$ cat src/rtl/cluster_count_monitor.sv
// Purpose: integrates per-cycle cluster counts over 2^WINDOW_LOG2 valid samples into per-window sum/peak plus an overflow tally.
// Latency: sum_o/peak_o/window_done_o update one cycle after the final sample of a window.
// Backpressure: none; samples outside RUN are dropped. Define CLUSTER_MON_OVF_COUNTER_EN to build the overflow counter.
module cluster_count_monitor #(
  parameter int WINDOW_LOG2 = 12
) (
  input  logic                     clock4x,
  input  logic                     reset_n,
  input  logic [10:0]              cnt_i,
  input  logic                     overflow_i,
  input  logic                     valid_i,
  input  logic                     enable_i,
  input  logic                     snap_i,
  input  logic                     clear_i,
  output logic [11+WINDOW_LOG2-1:0] sum_o,
  output logic [10:0]              peak_o,
  output logic [15:0]              ovf_cnt_o,
  output logic                     window_done_o,
  output logic [1:0]               state_o
);

  localparam int SW = 11 + WINDOW_LOG2;

  typedef enum logic [1:0] {
    ST_IDLE = 2'd0,
    ST_RUN  = 2'd1,
    ST_HOLD = 2'd2
  } state_t;

  state_t                 r_state;
  logic [WINDOW_LOG2-1:0] r_smp_cnt;
  logic [SW-1:0]          r_sum_acc;
  logic [SW-1:0]          r_sum;
  logic [10:0]            r_peak_acc;
  logic [10:0]            r_peak;
  logic                   r_done;

  logic                   w_run_smp;
  logic                   w_last;
  logic                   w_acc_zero;
  logic [SW-1:0]          w_sum_next;
  logic [10:0]            w_peak_next;

  // A sample only counts while running; the window closes on the sample that fills the counter.
  assign w_run_smp   = (r_state == ST_RUN) && valid_i;
  assign w_last      = w_run_smp && (r_smp_cnt == {WINDOW_LOG2{1'b1}});
  assign w_sum_next  = r_sum_acc + SW'(cnt_i);
  assign w_peak_next = (cnt_i > r_peak_acc) ? cnt_i : r_peak_acc;

  // Accumulators are dropped when parked in IDLE, when leaving for IDLE (partial window
  // discarded) and on resume from HOLD, so every RUN window starts fresh.
  assign w_acc_zero = !enable_i || (r_state == ST_IDLE) || (r_state == ST_HOLD && snap_i) ||
                      (r_state != ST_RUN && r_state != ST_HOLD);

  // FSM plus window datapath; clear beats completion, completion beats discard.
  always_ff @(posedge clock4x or negedge reset_n) begin
    if (!reset_n) begin
      r_state    <= ST_IDLE;
      r_smp_cnt  <= '0;
      r_sum_acc  <= '0;
      r_sum      <= '0;
      r_peak_acc <= '0;
      r_peak     <= '0;
      r_done     <= 1'b0;
    end else begin
      r_done <= 1'b0;

      // Disable takes precedence over snap in both active states.
      case (r_state)
        ST_IDLE: if (enable_i) r_state <= ST_RUN;
        ST_RUN: begin
          if (!enable_i)   r_state <= ST_IDLE;
          else if (snap_i) r_state <= ST_HOLD;
        end
        ST_HOLD: begin
          if (!enable_i)   r_state <= ST_IDLE;
          else if (snap_i) r_state <= ST_RUN;
        end
        default: r_state <= ST_IDLE;
      endcase

      if (clear_i) begin
        r_sum      <= '0;
        r_peak     <= '0;
        r_sum_acc  <= '0;
        r_peak_acc <= '0;
        r_smp_cnt  <= '0;
      end else if (w_last) begin
        r_sum      <= w_sum_next;
        r_peak     <= w_peak_next;
        r_done     <= 1'b1;
        r_sum_acc  <= '0;
        r_peak_acc <= '0;
        r_smp_cnt  <= '0;
      end else if (w_acc_zero) begin
        r_sum_acc  <= '0;
        r_peak_acc <= '0;
        r_smp_cnt  <= '0;
      end else if (w_run_smp) begin
        r_sum_acc  <= w_sum_next;
        r_peak_acc <= w_peak_next;
        r_smp_cnt  <= r_smp_cnt + 1'b1;
      end
    end
  end

`ifdef CLUSTER_MON_OVF_COUNTER_EN
  logic [15:0] r_ovf_cnt;

  // Tally overflowed samples taken while running; sticks at all-ones instead of wrapping.
  always_ff @(posedge clock4x or negedge reset_n) begin
    if (!reset_n) begin
      r_ovf_cnt <= '0;
    end else if (clear_i) begin
      r_ovf_cnt <= '0;
    end else if (w_run_smp && overflow_i && (r_ovf_cnt != 16'hFFFF)) begin
      r_ovf_cnt <= r_ovf_cnt + 16'd1;
    end
  end

  assign ovf_cnt_o = r_ovf_cnt;
`else
  logic w_unused_ovf;
  assign w_unused_ovf = overflow_i;
  assign ovf_cnt_o    = 16'd0;
`endif

  assign sum_o         = r_sum;
  assign peak_o        = r_peak;
  assign window_done_o = r_done;
  assign state_o       = r_state;

endmodule
$ cat config.mk
export PLATFORM = sky130hd
export DESIGN_NAME = cluster_count_monitor
export DESIGN_NICKNAME = d
export VERILOG_FILES = /design/src/rtl/cluster_count_monitor.sv
export SDC_FILE = /design/constraint.sdc
export NUM_CORES = 1
export LEC_CHECK = 0
export ABC_CLOCK_PERIOD_IN_PS = 3550
export CAP_MARGIN = 20
export CORE_ASPECT_RATIO = 2
export CORE_MARGIN = 2
export CORE_UTILIZATION = 26
export CTS_CLUSTER_SIZE = 10
export DETAILED_ROUTE_END_ITERATION = 10
export GPL_TIMING_DRIVEN = 1
export PLACE_DENSITY = 0.54
export SLEW_MARGIN = 10
export SYNTH_ARGS = -nofsm -noshare
export SYNTH_HDL_FRONTEND = slang
export SYNTH_SLANG_ARGS = --single-unit
$ cat constraint.sdc
create_clock -name clock4x -period 3.55 [get_ports clock4x]
set_input_delay 0.5325 -clock clock4x [delete_from_list [all_inputs] [get_ports clock4x]]
set_output_delay 0.5325 -clock clock4x [all_outputs]
set_load 0.01 [all_outputs]
## Yosys cells after proc, flatten, opt, wreduce, memory -nomap -nowiden

Index checks and enable logic that the tools add are counted.

| word-level totals | value |
|---|---|
| bits in registers | 83 |
| input port bits | 18 |
| output and inout bits | 53 |
| logic and storage cells | 55 |

| cells by class | value |
|---|---|
| $add $sub $neg | 2 |
| order comparisons | 1 |
| equal/unequal tests | 8 |
| muxes and demuxes | 25 |
| reductions and logical operators | 12 |

Operators by type and width:

| kind | count |
|---|---|
| 23-bit 2-to-1 mux | 6 |
| 11-bit 2-to-1 mux | 7 |
| 12-bit 2-to-1 mux | 4 |
| 23-bit by 11-bit adder with 23-bit output | 1 |
| 12-bit by 1-bit adder with 12-bit output, second input constant | 1 |
| 12-bit == test, second input constant | 1 |
| 11-bit greater-than comparator | 1 |
| 2-bit 2-to-1 mux | 5 |
| 3-bit inequality test, second input constant | 2 |
| 2-bit one-hot mux with 3 select lines | 1 |
| 1-bit logical AND | 4 |
| 2-bit inequality test, second input constant | 2 |
| 4-bit nonzero test | 1 |
| 1-bit logical OR | 3 |
| 3-bit AND reduction | 1 |
| 2-bit by 1-bit == test with 1-bit output, second input constant | 1 |
| 2-bit == test, second input constant | 1 |
| 2-bit logical NOT | 1 |
| 1-bit 2-to-1 mux | 2 |
| 2-bit by 1-bit inequality test with 1-bit output, second input constant | 1 |
| 2-bit nonzero test | 1 |
| 1-bit logical NOT | 1 |

## Logic depth before layout (Yosys ltp)

| logic depth | value |
|---|---|
| depth in word-level cells | 7 |
| gate-level depth with buffers | 9 |
| gate-level depth less buffers | 8 |

## Worst setup path before layout

Ideal clock, no wire load.

| timing path | value |
|---|---|
| path kind | input port to flip-flop |
| start | input port cnt_i[0] |
| end | register r_sum_acc[20] |
| setup time | 118 ps |
| arrival time | 2,206 ps |
| required time | 3,432 ps |
| path slack | 1,226 ps |
| stages on the path | 9 |
| path buffers | 1 |
| cell sequence | ha_1 fa_1 a21o_4 a31oi_4 or4_1 buf_4 a21boi_2 nor3b_2 a21o_1 |

| on the way | value |
|---|---|
| word-level cells in the longest chain between the ends | 5 |

RTL lines:

| element | line | text |
|---|---|---|
| from (decl) | 9 | `input logic [10:0] cnt_i,` |
| 23-bit by 11-bit adder with 23-bit output | 47 | `assign w_sum_next = r_sum_acc + SW'(cnt_i);` |
| 23-bit 2-to-1 mux | 99 | `end else if (w_run_smp) begin` |
| 23-bit 2-to-1 mux | 95 | `end else if (w_acc_zero) begin` |
| 23-bit 2-to-1 mux | 88 | `end else if (w_last) begin` |
| 23-bit 2-to-1 mux | 82 | `if (clear_i) begin` |
| to (signal assigned) | 100 | `r_sum_acc <= w_sum_next;` |
| to (decl) | 32 | `logic [SW-1:0] r_sum_acc;` |

Every way passes these cells. The select of a mux whose other input is x is not followed.
A chain may end at the register's enable or synchronous reset.

## Final worst setup path

| timing path | value |
|---|---|
| start | input port cnt_i[0] |
| end | register r_sum_acc[18] |

Same word-level chain as after synthesis.

==> flow_metrics.tcl <==
set metrics [dict create \
    insertion_delay_ns 0.34 \
    cp_cell_sequence "clkdlybuf4s50_1, ha_1, fa_1, a21o_4, a31oi_4, or4_1, nand2_1, a22oi_1, o31ai_1" \
    ioPinCount 71 \
    clockPowerShare 0.442 \
    peakVddDrop_mv 0.222 \
    drtAntennaViolNets 0 \
    antenna_cells 0 \
    synth_cell_types 64 \
    die_w_um 99.5 \
    grt_overflow 0 \
    yosysMostFrequentCell "dfrtp_1" \
    setup_viol 0 \
    reg2reg_from "r_sum_acc[0]$_DFFE_PN0P_" \
    ys.flop_type "dfrtp_1" \
    worstPathArrival_ns 3.07 \
    rsz0062_at_grt "false" \
    cts_max_path_buffers 2 \
    drc 0 \
    fp.dieArea_mm2 0.0194 \
    min_period_ns 2.85 \
    post_cts_buffers 0 \
    dp.cells 724 \
    hold_viol 0 \
    grt_max_degree 31 \
    clk_pin_slew_ns 0.06 \
    via_per_inst 5.06 \
    ctsRootBufferMaster "clkbuf_16" \
    cts_tree "yes" \
    r2r-end "r_sum_acc[18]$_DFFE_PN0P_" \
    fin_ws_ns 0.700 \
    cts_resized 0 \
    dpl_cell_area_mm2 0.00545 \
    post-route-period-util 0.803 \
    rows 69 \
    areaGrowthSynthToFinish_pct 21.6 \
    cp_max_fo 6 \
    via_count 3733 \
    worst_slew_pin_slew_ns 0.687 \
    place.gp.congestion 0.815 \
    initial_core_util 0.265 \
    coreArea_mm2 0.0179 \
    synth_area_leaders "dfrtp_1 (44%), ha_1 (7.1%), a22o_1 (6.5%)" \
    fin_skew_ns 0.00875 \
    syn-instance-count 469 \
    path_class "in -> reg" \
    power_frac_comb 0.133 \
    grt_pass1_wl_mm 20.7 \
    grt_usage 0.136 \
    p_leak_nw 2.49 \
    worstPathRequired_ns 3.77 \
    htreeDepth 3 \
    drt-pass1-iter-count 6 \
    antenna_found_initial 0 \
    yosysTopAreaCell "dfrtp_1" \
    fin_util 0.323 \
    dp.final_hpwl_mm 9.38 \
    place_ws_ns 0.353 \
    wire_per_inst_um 17.1 \
    dr.first_iter.drc_count 193 \
    ys_warn_count 0 \
    synth_top_area_frac 0.438 \
    slew_headroom 0.541 \
    synth-seq-cells 83 \
    power_density_mw_per_mm2 398 \
    numCtsBuffers 9 \
    synth_enable_flop_cells 0 \
    worst_path_largest_cell_delay_ns 0.51 \
    cts-hold-fix-buffers 0 \
    r2r_slack_ns 1.09 \
    maxSlewViolCount 0 \
    syn_avg_cell_area_um2 10.1 \
    portBuffers 53 \
    routed_wl_mm 12.6 \
    cap_violations 0 \
    num-nets-final 568 \
    power_frac_seq 0.425 \
    seq_area_frac_synth 0.438 \
    worst_setup_path_end_kind "flip-flop" \
    swShare 0.252 \
    clock.fmax_ghz 0.351 \
    rr_worst_depth 8 \
    holdWs_ns 0.124 \
    stdcell_count 738 \
    grt_pass1_vias 3956 \
    fin_area_mm2 0.00577 \
    synth_common_cells "dfrtp_1 (83), nand2_1 (37), a22o_1 (35)" \
    die_h_um 195 \
    cts.sinks 83 \
    finalSetupTns_ns 0 \
    synthArstFlopShare 1.00 \
    power_mw 2.30 \
    outcome "completed" \
    synth_area_mm2 0.00474 \
    power_switching_uw 579 \
    critPathSlowestCell "clkdlybuf4s50_1" \
    hold_path.class "in -> async" \
    start_kind "input pin" \
    layout-drive-gt1-share 0.0857 \
    internal-power_mw 1.72 \
]
-- power by group through the flow --
stage	combinational, mW	sequential [mW]	clock, mW
final	0.305	0.977	1.02
after global routing	0.343	0.978	1.07
after CTS	0.306	0.977	1.03
after detailed placement	0.305	0.993	0
after global placement	0.292	0.992	0
after floorplan	0.189	0.994	0
-- area by class of cell --
cell class                      count  area [µm²]
Clock inverter                      2        60.1
Clock buffer                       12         256
Tap cell                          213         267
Sequential cell                    83        2080
Multi-Input combinational cell    343        2430
Inverter                           23        86.3
Timing Repair Buffer               62         596
Fill cell                        1819       12100
-- cells in the final DEF, fill, tap and decap left out, types with 10 or more instances in the layout --
cell / n
and2_1: 13
inv_1: 23
xor2_1: 10
nand2_1: 37
a22o_1: 35
conb_1: 16
a21oi_1: 24
nor3_1: 10
buf_4: 10
o21ai_0: 20
ha_1: 27
nor2_1: 21
dfrtp_1: 83
xnor2_1: 19
clkdlybuf4s50_1: 52
nand3_1: 10
-- sequential cells by signal, summed over array words and instances (netlist names) --
| signal | cells |
|---|---|
| r_sum_acc | 23 |
| sum_o | 23 |
| r_smp_cnt | 12 |
| peak_o | 11 |
| r_peak_acc | 11 |
| state_o | 2 |
| window_done_o | 1 |
-- worst max-delay path: cells and delay by family --
family	cells	cell delay [ns]
AO/OA/AOI/OAI	4	0.75
adder cells (fa/ha/maj)	2	0.70
buffers and inverters	1	0.51
AND/OR/NAND/NOR	2	0.57
-- worst max-delay path by stage --
| stage | end | depth (start not counted) | startpoint | slack [ns] |
|---|---|---|---|---|
| finish | r_sum_acc[18]$_DFFE_PN0P_ | 9 | cnt_i[0] | 0.70 |
| global route | r_sum_acc[22]$_DFFE_PN0P_ | 8 | cnt_i[4] | 0.59 |
| CTS | r_sum_acc[18]$_DFFE_PN0P_ | 9 | cnt_i[0] | 0.69 |
| detailed placement | r_sum_acc[18]$_DFFE_PN0P_ | 9 | cnt_i[0] | 0.35 |
| global placement | sum_o[14]$_DFFE_PN0P_ | 9 | cnt_i[0] | 0.34 |
| floorplan | r_sum_acc[20]$_DFFE_PN0P_ | 9 | cnt_i[0] | 1.23 |
-- cells by family after synthesis --
family | synth area share
flops | 0.438
simple gates | 0.146
other cells | 0.000790
buf+inv | 0.0628
xor+xnor | 0.0535
compound gates | 0.217
fa+ha+maj | 0.0754
mux | 0.00633
-- per-layer routing --
metal | part of all wire | GRT usage
met2 | 0.56 | 0.255
met3 | 0.028 | 0.0204
met4 | 0.039 | 0.0726
met1 | 0.37 | 0.142
met5 | 0 | 0
Note: power is estimated with default switching activity, not from simulation.
